`src/rtl/ahblite_fetch_master.sv`:
```
// rtl/ahblite_fetch_master.sv - AHB-Lite INCR read master feeding a word FIFO; option macro FETCH_BYTE_SWAP_EN
module ahblite_fetch_master #(
   parameter int FIFO_DEPTH = 4,   // read-data buffer depth in words, power of 2, >= 2
   parameter int CNT_W      = 16   // width of the word-count input
) (
   input  logic             HCLK,
   input  logic             HRESETn,
   // AHB-Lite master address/control
   output logic [31:0]      HADDR,
   output logic [1:0]       HTRANS,
   output logic [2:0]       HSIZE,
   output logic [2:0]       HBURST,
   output logic [3:0]       HPROT,
   output logic             HWRITE,
   output logic [31:0]      HWDATA,
   // AHB-Lite master response
   input  logic             HREADY,
   input  logic [31:0]      HRDATA,
   input  logic             HRESP,
   // job control
   input  logic             START,
   input  logic [31:0]      BASE_ADDR,
   input  logic [CNT_W-1:0] WORD_CNT,
   // job status
   output logic             BUSY,
   output logic             DONE,
   output logic             ERROR,
   // fetched-word stream
   output logic [31:0]      PIX_DATA,
   output logic             PIX_VALID,
   input  logic             PIX_READY
);

   localparam int PTR_W = $clog2(FIFO_DEPTH);
   localparam logic [PTR_W:0]   DEPTH_C = (PTR_W+1)'(FIFO_DEPTH);
   localparam logic [PTR_W+1:0] DEPTH_W = (PTR_W+2)'(FIFO_DEPTH);
   localparam logic [PTR_W:0]   PTR_ONE = (PTR_W+1)'(1);

   localparam logic [1:0] TR_IDLE   = 2'b00;
   localparam logic [1:0] TR_NONSEQ = 2'b10;
   localparam logic [1:0] TR_SEQ    = 2'b11;

   typedef enum logic [1:0] {
      ST_IDLE  = 2'd0,
      ST_FETCH = 2'd1,
      ST_DRAIN = 2'd2
   } state_e;

   // bus-side state
   state_e           state_q, state_d;
   logic [31:0]      haddr_q, haddr_d;
   logic [1:0]       htrans_q, htrans_d;
   logic [CNT_W-1:0] rem_q, rem_d;       // beats not yet accepted, including the one on the bus
   logic             dvalid_q, dvalid_d; // a data phase is in progress
   logic             abort_q, abort_d;   // current data phase belongs to an errored job
   logic             done_q, done_d;
   logic             error_q, error_d;

   // read-data FIFO
   logic [31:0]      mem_q [FIFO_DEPTH];
   logic [PTR_W:0]   wr_ptr_q, rd_ptr_q;
   logic [PTR_W:0]   fifo_cnt, cnt_next;
   logic [PTR_W+1:0] committed;
   logic             fifo_full;

   // per-cycle decisions
   logic             accept;
   logic             push_req, push_ok, pop;
   logic             credit_ok;
   logic             err_first;
   logic [CNT_W-1:0] rem_after;
   logic [31:0]      next_addr;
   logic [31:0]      wdata;

   // fixed read-only control
   assign HWRITE = 1'b0;
   assign HSIZE  = 3'b010;
   assign HBURST = 3'b001;
   assign HPROT  = 4'b0011;
   assign HWDATA = 32'h0;

   assign HADDR  = haddr_q;
   assign HTRANS = htrans_q;
   assign BUSY   = (state_q != ST_IDLE);
   assign DONE   = done_q;
   assign ERROR  = error_q;

`ifdef FETCH_BYTE_SWAP_EN
   assign wdata = {HRDATA[7:0], HRDATA[15:8], HRDATA[23:16], HRDATA[31:24]};
`else
   assign wdata = HRDATA;
`endif

   // An address phase moves to data phase on any HREADY-high edge
   assign accept    = HREADY & htrans_q[1];
   // First cycle of a two-cycle ERROR response; only the first one matters
   assign err_first = dvalid_q & HRESP & ~HREADY & ~abort_q;

   assign fifo_cnt  = wr_ptr_q - rd_ptr_q;
   assign fifo_full = (fifo_cnt == DEPTH_C);
   assign PIX_VALID = (fifo_cnt != '0);
   assign PIX_DATA  = mem_q[rd_ptr_q[PTR_W-1:0]];
   assign pop       = PIX_VALID & PIX_READY;

   // Completed, error-free data phase of a live job; full-and-pop still accepts
   assign push_req  = dvalid_q & HREADY & ~HRESP & ~abort_q;
   assign push_ok   = push_req & (~fifo_full | pop);

   // Words the FIFO will hold after this edge plus the data phase that will
   // then be outstanding; a new beat is only issued if it still has a slot.
   assign cnt_next  = fifo_cnt + {{PTR_W{1'b0}}, push_ok} - {{PTR_W{1'b0}}, pop};
   assign committed = {1'b0, cnt_next} + {{(PTR_W+1){1'b0}}, accept};
   assign credit_ok = (committed < DEPTH_W);

   assign rem_after = rem_q - {{(CNT_W-1){1'b0}}, accept};
   assign next_addr = accept ? (haddr_q + 32'd4) : haddr_q;

   // Next-state and next-bus-phase decisions
   always_comb begin
      state_d  = state_q;
      haddr_d  = haddr_q;
      htrans_d = htrans_q;
      rem_d    = rem_q;
      dvalid_d = dvalid_q;
      abort_d  = abort_q;
      done_d   = 1'b0;
      error_d  = error_q;

      case (state_q)
         ST_IDLE: begin
            if (START) begin
               error_d  = 1'b0;
               haddr_d  = {BASE_ADDR[31:2], 2'b00};
               rem_d    = WORD_CNT;
               htrans_d = TR_IDLE;
               dvalid_d = 1'b0;
               abort_d  = 1'b0;
               if (WORD_CNT == '0) begin
                  done_d = 1'b1;
               end else begin
                  state_d = ST_FETCH;
               end
            end
         end

         ST_FETCH: begin
            if (err_first) begin
               // cancel the pending address phase and drop the rest of the job
               htrans_d = TR_IDLE;
               rem_d    = '0;
               error_d  = 1'b1;
               abort_d  = 1'b1;
               state_d  = ST_DRAIN;
            end else if (HREADY) begin
               dvalid_d = accept;
               haddr_d  = next_addr;
               rem_d    = rem_after;
               if (rem_after == '0) begin
                  htrans_d = TR_IDLE;
                  state_d  = ST_DRAIN;
               end else if (credit_ok) begin
                  // restart the burst after a gap or at a 1 KB boundary
                  if ((htrans_q == TR_IDLE) || (next_addr[9:0] == 10'd0)) begin
                     htrans_d = TR_NONSEQ;
                  end else begin
                     htrans_d = TR_SEQ;
                  end
               end else begin
                  htrans_d = TR_IDLE;
               end
            end
         end

         ST_DRAIN: begin
            if (err_first) begin
               error_d = 1'b1;
               abort_d = 1'b1;
            end else if (HREADY) begin
               state_d  = ST_IDLE;
               dvalid_d = 1'b0;
               abort_d  = 1'b0;
               done_d   = 1'b1;
            end
         end

         default: begin
            state_d = ST_IDLE;
         end
      endcase
   end

   // Control and bus registers
   always_ff @(posedge HCLK or negedge HRESETn) begin
      if (!HRESETn) begin
         state_q  <= ST_IDLE;
         haddr_q  <= 32'h0;
         htrans_q <= TR_IDLE;
         rem_q    <= '0;
         dvalid_q <= 1'b0;
         abort_q  <= 1'b0;
         done_q   <= 1'b0;
         error_q  <= 1'b0;
      end else begin
         state_q  <= state_d;
         haddr_q  <= haddr_d;
         htrans_q <= htrans_d;
         rem_q    <= rem_d;
         dvalid_q <= dvalid_d;
         abort_q  <= abort_d;
         done_q   <= done_d;
         error_q  <= error_d;
      end
   end

   // FIFO pointers: push from completed data phases, pop on the pixel handshake
   always_ff @(posedge HCLK or negedge HRESETn) begin
      if (!HRESETn) begin
         wr_ptr_q <= '0;
         rd_ptr_q <= '0;
      end else begin
         if (push_ok) begin
            wr_ptr_q <= wr_ptr_q + PTR_ONE;
         end
         if (pop) begin
            rd_ptr_q <= rd_ptr_q + PTR_ONE;
         end
      end
   end

   // Storage array; contents need no reset because occupancy gates PIX_VALID
   always_ff @(posedge HCLK) begin
      if (push_ok) begin
         mem_q[wr_ptr_q[PTR_W-1:0]] <= wdata;
      end
   end

endmodule

```
`config.mk`:
```
export PLATFORM = sky130hd
export DESIGN_NAME = ahblite_fetch_master
export DESIGN_NICKNAME = d
export VERILOG_FILES = /design/src/rtl/ahblite_fetch_master.sv
export SDC_FILE = /design/constraint.sdc
export NUM_CORES = 1
export LEC_CHECK = 0
export CORE_UTILIZATION = 40
export DETAILED_ROUTE_END_ITERATION = 10
export GPL_ROUTABILITY_DRIVEN = 0
export PLACE_DENSITY = 0.73
export SLEW_MARGIN = 30
export SYNTH_ARGS = -nofsm -noshare
export SYNTH_HDL_FRONTEND = slang
export SYNTH_SLANG_ARGS = --single-unit
```
`constraint.sdc`:
```
create_clock -name HCLK -period 4.2 [get_ports HCLK]
set_clock_uncertainty 0.05 [all_clocks]
set_input_delay 1.05 -clock HCLK [delete_from_list [all_inputs] [get_ports HCLK]]
set_output_delay 1.05 -clock HCLK [all_outputs]
set_load 0.01 [all_outputs]
```
After elaboration in Yosys (flattened, before gate mapping)

Memory sizes are Yosys's and may differ from the RTL's.
Cells that the tools add are included.

Bits in registers: 62
RAM bits: 128
Input port bits: 86
Output and inout bits: 113
Word-level logic and storage cells: 110
Memories kept: 1

Memory list:

| name  | depth | width | rd ports | clocked after memory_dff | write ports | line | RTL |
|---|---|---|---|---|---|---|---|
| mem_q | 4     | 32    | 1        | 0                        | 1           | 60   | `logic [31:0] mem_q [FIFO_DEPTH];` |

Add/subtract/negate cells: 8
$lt $le $gt $ge: 1
Equal/unequal tests: 15
Muxes and demuxes: 41
Bitwise logic cells: 14
Reductions and logical operators: 19

Operators with widths:

| kind                                                            | number |
|---|---|
| 32-bit 2-to-1 mux                                               | 4 |
| 32-bit one-hot mux with 2 select lines                          | 1 |
| 16-bit 2-to-1 mux                                               | 3 |
| 32-bit by 3-bit adder with 32-bit output, second input constant | 1 |
| 16-bit zero test                                                | 2 |
| 16-bit one-hot mux with 2 select lines                          | 1 |
| 2-bit 2-to-1 mux                                                | 12 |
| 2-bit inequality test, second input constant                    | 8 |
| 16-bit by 1-bit subtractor with 16-bit output                   | 1 |
| 1-bit 2-to-1 mux                                                | 14 |
| 6-bit AND reduction                                             | 2 |
| 10-bit zero test                                                | 1 |
| 1-bit bitwise AND                                               | 9 |
| 3-bit inequality test, second input constant                    | 3 |
| 4-bit AND reduction                                             | 2 |
| 3-bit by 1-bit adder with 3-bit output, second input constant   | 2 |
| 1-bit one-hot mux with 3 select lines                           | 2 |
| 2-bit one-hot mux with 3 select lines                           | 1 |
| 3-bit AND reduction                                             | 2 |
| 2-bit nonzero test                                              | 3 |
| 3-bit nonzero test                                              | 2 |
| 5-bit AND reduction                                             | 1 |
| 3-bit by 1-bit adder with 4-bit output                          | 1 |
| 2-bit zero test                                                 | 2 |
| other kinds (14)                                                | 18 |

Depth between registers and ports, before layout

Depth after elaboration: 14
Gate-level depth with buffers: 17
Depth with buffers taken out: 16

Worst setup path before layout

Ideal clock, no wire load.

Path type: flip-flop to flip-flop
Start point: register wr_ptr_q[0]
End point: register htrans_q[0] (netlist: HTRANS[0])
Setup time: 67 ps
Data arrival time: 3,435 ps
Required time: 4,083 ps
Path slack: 648 ps
Cell stages (with the launch flop): 18
Buffers on the path: 1
Clock period less this slack: 3,552 ps
Path through: dfrtp_1 -> inv_1 -> ha_1 -> fa_1 -> xor2_1 -> xnor2_1 -> nand3_1 -> and2_1 -> clkbuf_1 -> ha_1 -> inv_1 -> ha_1 -> inv_1 -> fa_1 -> xnor2_1 -> xnor2_1 -> nor4_1 -> a32o_1

Word-level cells in the longest chain between the ends: 14
Elaborated cells between the ends (all ways): 16
Classes of those cells: add/sub: 4; order compare: 1; eq/ne: 1; mux: 5; bitwise: 4; reduce/logical: 1

RTL lines:

| item                                              | line | RTL |
|---|---|---|
| start: declaration                                | 61   | `logic [PTR_W:0] wr_ptr_q, rd_ptr_q;` |
| start signal: assignment                          | 222  | `wr_ptr_q <= wr_ptr_q + PTR_ONE;` |
| 3-bit subtractor (*)                              | 99   | `assign fifo_cnt = wr_ptr_q - rd_ptr_q;` |
| 3-bit nonzero test (*)                            | 101  | `assign PIX_VALID = (fifo_cnt != '0);` |
| via PIX_VALID                                     | 30   | `output logic PIX_VALID,` |
| 1-bit bitwise AND (*)                             | 103  | `assign pop = PIX_VALID & PIX_READY;` |
| via pop                                           | 68   | `logic push_req, push_ok, pop;` |
| 1-bit OR                                          | 107  | `assign push_ok = push_req & (~fifo_full \| pop);` |
| 1-bit bitwise AND                                 | 107  |  |
| 3-bit by 1-bit adder with 3-bit output            | 111  | `assign cnt_next = fifo_cnt + {{PTR_W{1'b0}}, push_ok} - {{PTR_W{1'b0}}, pop};` |
| 3-bit by 1-bit subtractor with 3-bit output (*)   | 111  |  |
| 3-bit by 1-bit adder with 4-bit output (*)        | 112  | `assign committed = {1'b0, cnt_next} + {{(PTR_W+1){1'b0}}, accept};` |
| 4-bit by 3-bit < comparator with 1-bit output (*) | 113  | `assign credit_ok = (committed < DEPTH_W);` |
| 2-bit 2-to-1 mux (*)                              | 161  | `end else if (credit_ok) begin` |
| 2-bit 2-to-1 mux (*)                              | 158  | `if (rem_after == '0) begin` |
| 2-bit 2-to-1 mux (*)                              | 154  | `end else if (HREADY) begin` |
| 2-bit 2-to-1 mux (*)                              | 147  | `if (err_first) begin` |
| 2-bit one-hot mux with 2 select lines (*)         | 129  | `case (state_q)` |
| end signal: assignment                            | 206  | `htrans_q <= htrans_d;` |
| end: declaration                                  | 52   | `logic [1:0] htrans_q, htrans_d;` |

The timed path passes the listed nets; every way through them passes the cells marked *. The select of a mux whose other input is x is not followed.
A chain may end at the register's enable or synchronous reset.

Final worst setup path

Start point: register wr_ptr_q[0]
End point: output port PIX_VALID

Word-level cells in the longest chain between the ends: 2

RTL lines:

| item               | line |
|---|---|
| 3-bit subtractor   | 99 |
| 3-bit nonzero test | 101 |
| end: declaration   | 30 |

Every way passes these cells.

==> results.yml <==
run_status:
  status: "finished, violations left"
  violations: "design-rule violations"
run:
  maxCapViolCount: 0
power:
  power_leakage_nw: 4.088
  power.share.clock_pct: 21.5
  power.share.combinational_pct: 43.0
  power.density_mw_per_mm2: 654.6
  seq_power_share_pct: 35.5
  cell_internal_pwr_mw: 4.725
  irDropWorstVdd_v: 0.0003576
  power_switching_mw: 2.753
  swShare_pct: 36.82
timing:
  fmax_mhz: 268.3
  setup-violations-final: 0
  hold_violations: 0
  layout_min_cycle_time_ns: 3.727
  rsz0062_at_grt: "false"
  finalSetupTns_ns: 0
  layout_worst_path_cycle_share_pct: 88.74
  worstMarginPinSlew_ns: 0.9091
  slew_headroom_pct: 39.38
  slew_viol_final: 0
cts:
  h-tree-depth: 4
  cts_tree: "done"
  clock_latency_ns: 0.43
  ctsHoldBuffers: 0
  post_cts_resized: 0
  cts_buffer_depth: 2
  clock_sinks: 188
  cts_buffers: 17
  post_cts_buffers: 0
  path_clk_slew_ns: 0.07
  root_buffer: "clkbuf_16"
yosys:
  synth_adder_area_share_pct: 2.504
  syn_avg_cell_area_um2: 12.86
  yosysSeqAreaShare_pct: 58.77
  synth_compound_area_share_pct: 11.76
  synth-async-reset-ratio_pct: 31.91
  synth-simple-area-share_pct: 10.69
  ys_ff_latch: 188
  synth.mux.area_fraction_pct: 8.708
  synth_xor_area_share_pct: 1.348
  synth_top_family_by_area: "compound AO/OA/AOI/OAI gates"
  yosysWarnings: 0
  ys_types: 77
  syn_inst: 707
  netlist_area_mm2: 0.009095
  ys_dominant_reg_cell: "edfxtp_1"
  synth_edf_count: 128
drt:
  firstDrtPassIters: 10
  post_drt_wl_per_cell_um: 17.37
  drc_errors: 12
  wl_mm: 20.10
  vias: 6276
  drt_iter0_drc: 425
  ant_nets: 0
  vias_per_cell: 5.424
global_routing:
  grt_util_all_layers_pct: 17.80
  antenna_found_initial: 1
  gr-total-overflow: 0
  grt_max_degree: 42
  grt_pass1_vias: 6169
  grt_pass1_wl_mm: 32.63
worst_setup_path:
  setup.worst_path.start_class: "flip-flop"
  arrival_ns: 2.63
  cp.required_ns: 3.10
  crit_path_top_delay_cell: "clkdlybuf4s50_1"
  critPathTopFamily: "buffers and inverters"
  worst_setup_path_end_kind: "primary output"
  slowest_delay_ns: 0.54
  worstSetupPathType: "flip-flop to primary output"
  cp_num_buf_inv: 2
  worstPathCellList: "inv_1, ha_1, fa_1, xor2_1, xnor2_1, nand3_1, clkdlybuf4s50_1"
  worst-path-max-fanout: 4
place:
  io_buffer_count: 151
  dp_cells: 1125
  dp_hpwl_mm: 13.56
die:
  ios: 199
  initial_core_util_pct: 41.29
  dieArea_mm2: 0.02334
  fp.dieW_um: 152.8
  coreArea_mm2: 0.02203
  rows: 54
  die_h_um: 152.8
final_layout:
  antenna_cells: 0
  drive_gt1_share_pct: 12.31
  area_delta_synth_final_pct: 25.60
  final_cell_count_no_fill: 1157
  fin_nets: 967
worst_hold_path:
  hold_path_class: "flip-flop to flip-flop"
## synthesized netlist by cell type (3+ instances only)
cell type / count / area share [%]
a21oi_1: 35 / 1.9
a221o_1: 4 / 0.44
a22o_1: 13 / 1.3
a22oi_1: 14 / 1.2
a31oi_1: 4 / 0.28
a32o_1: 3 / 0.33
and2_1: 6 / 0.41
and3_1: 5 / 0.34
buf_1: 3 / 0.12
buf_4: 45 / 3.7
buf_6: 4 / 0.50
clkbuf_1: 23 / 0.95
dfrtp_1: 60 / 17
edfxtp_1: 128 / 42
ha_1: 15 / 2.1
inv_1: 17 / 0.70
mux2i_1: 6 / 0.66
mux4_2: 32 / 7.9
nand2_1: 37 / 1.5
nand3_1: 20 / 1.1
nand3b_1: 3 / 0.25
nand4_1: 5 / 0.34
nor2_1: 45 / 1.9
nor2b_1: 4 / 0.28
nor3_1: 26 / 1.4
nor4_1: 8 / 0.55
o21ai_0: 58 / 3.2
o2bb2ai_1: 4 / 0.39
o41ai_1: 3 / 0.29
or4_1: 4 / 0.33
xnor2_1: 8 / 0.77
xor2_1: 6 / 0.58
## power groups by stage
| stage | registers, mW | clock network [mW] | logic, mW |
|---|---|---|---|
| floorplan | 2.63 | 0 | 2.04 |
| global placement | 2.67 | 0 | 3.17 |
| detailed placement | 2.68 | 0 | 3.22 |
| CTS | 2.65 | 1.66 | 3.25 |
| global route | 2.70 | 1.72 | 3.53 |
| finish | 2.65 | 1.61 | 3.22 |
## worst reg2reg max path: cells and delay by family, from the launching register on
kind	cells	cell delay, ns
adder cells (fa/ha/maj)	5	1.38
XOR/XNOR	4	0.74
AND/OR/NAND/NOR	3	0.67
flip-flops	1	0.37
AO/OA/AOI/OAI	1	0.23
buffers and inverters	3	0.21
## routing by layer
layer / global-route usage (%) / wire, um / up-vias
li1: - / - / 2954
met1: 22.82 / 8647 / 3085
met2: 29.84 / 9975 / 221
met3: 4.835 / 1260 / 16
met4: 4.521 / 216 / 0
met5: 0 / 0 / -
## kinds of logic (layout without fill, tap and decap cells)
| family | after synthesis | in the layout |
|---|---|---|
| other cells | 2 | 45 |
| buf+inv | 95 | 222 |
| xor+xnor | 14 | 14 |
| flops | 188 | 188 |
| simple gates | 187 | 187 |
| compound gates | 165 | 165 |
| mux | 39 | 39 |
| fa+ha+maj | 17 | 17 |
## cell usage in the layout, fill, tap and decap left out, types with 3 or more instances in the layout
master and count:
ha_1 15, mux2i_1 6, conb_1 45, nand2_1 37
xnor2_1 8, and2_2 4, nor2_1 45, inv_8 7
o21ai_0 57, or4_1 4, and3_1 5, a32o_1 3
o2bb2ai_1 4, clkbuf_16 17, nor3_1 26, a31oi_1 4
buf_12 3, mux4_2 32, nand4_1 5, nor4_1 8
xor2_1 6, nand3b_1 3, a22o_1 13, nand3_1 20
buf_4 18, clkinvlp_4 3, a221o_1 4, clkdlybuf4s50_1 150
nor2b_1 4, o41ai_1 3, inv_1 17, dfrtp_1 58
edfxtp_1 128, a21oi_1 35, a22oi_1 14
## stage by stage
stage | area (um2) | utilization (%) | worst slack [ns] | hold WS, ns | power (mW)
6_report | 11420 | 51.86 | 0.4730 | 0.4405 | 7.478
5_1_grt | 11420 | 51.86 | 0.06725 | 0.4636 | 7.956
4_1_cts | 11420 | 51.86 | 0.4224 | 0.4433 | 7.552
3_5_place_dp | 10830 | 49.17 | 0.1317 | 0.4269 | 5.898
3_3_place_gp | 10830 | 49.17 | 0.2397 | 0.4139 | 5.840
2_1_floorplan | 9256 | - | 0.6478 | 0.3998 | 4.665
## path summary, 6_finish.rpt
check / start / endpoint / slack [ns] / cells past startpoint
max: wr_ptr_q[0] / PIX_VALID / 0.47 / 7
min: rem_q[0] / rem_q[0] / 0.44 / 2
max reg2reg: wr_ptr_q[0] / HTRANS[0] / 0.49 / 16
min reg2reg: rem_q[0] / rem_q[0] / 0.44 / 2
max in group asynchronous: HRESETn / rd_ptr_q[0] / 2.63 / 2
min in group asynchronous: HRESETn / HADDR[22] / 0.51 / 1
## final cells by class
type / count / area, um2
Sequential cell: 188 / 5348
Multi-Input combinational cell: 467 / 3362
Clock buffer: 18 / 429.2
Fill cell: 1906 / 10600
Timing Repair Buffer: 172 / 1702
Tap cell: 280 / 350.3
Inverter: 18 / 67.56
Clock inverter: 14 / 165.2
## flip-flops by register name, summed over array words and instances, names as in the netlist
register	cells
state_q	2
wr_ptr_q	3
abort_q	1
rd_ptr_q	3
ERROR	1
dvalid_q	1
mem_q	128
DONE	1
HADDR	30
HTRANS	2
rem_q	16
Power figures use the tool's default switching activity.
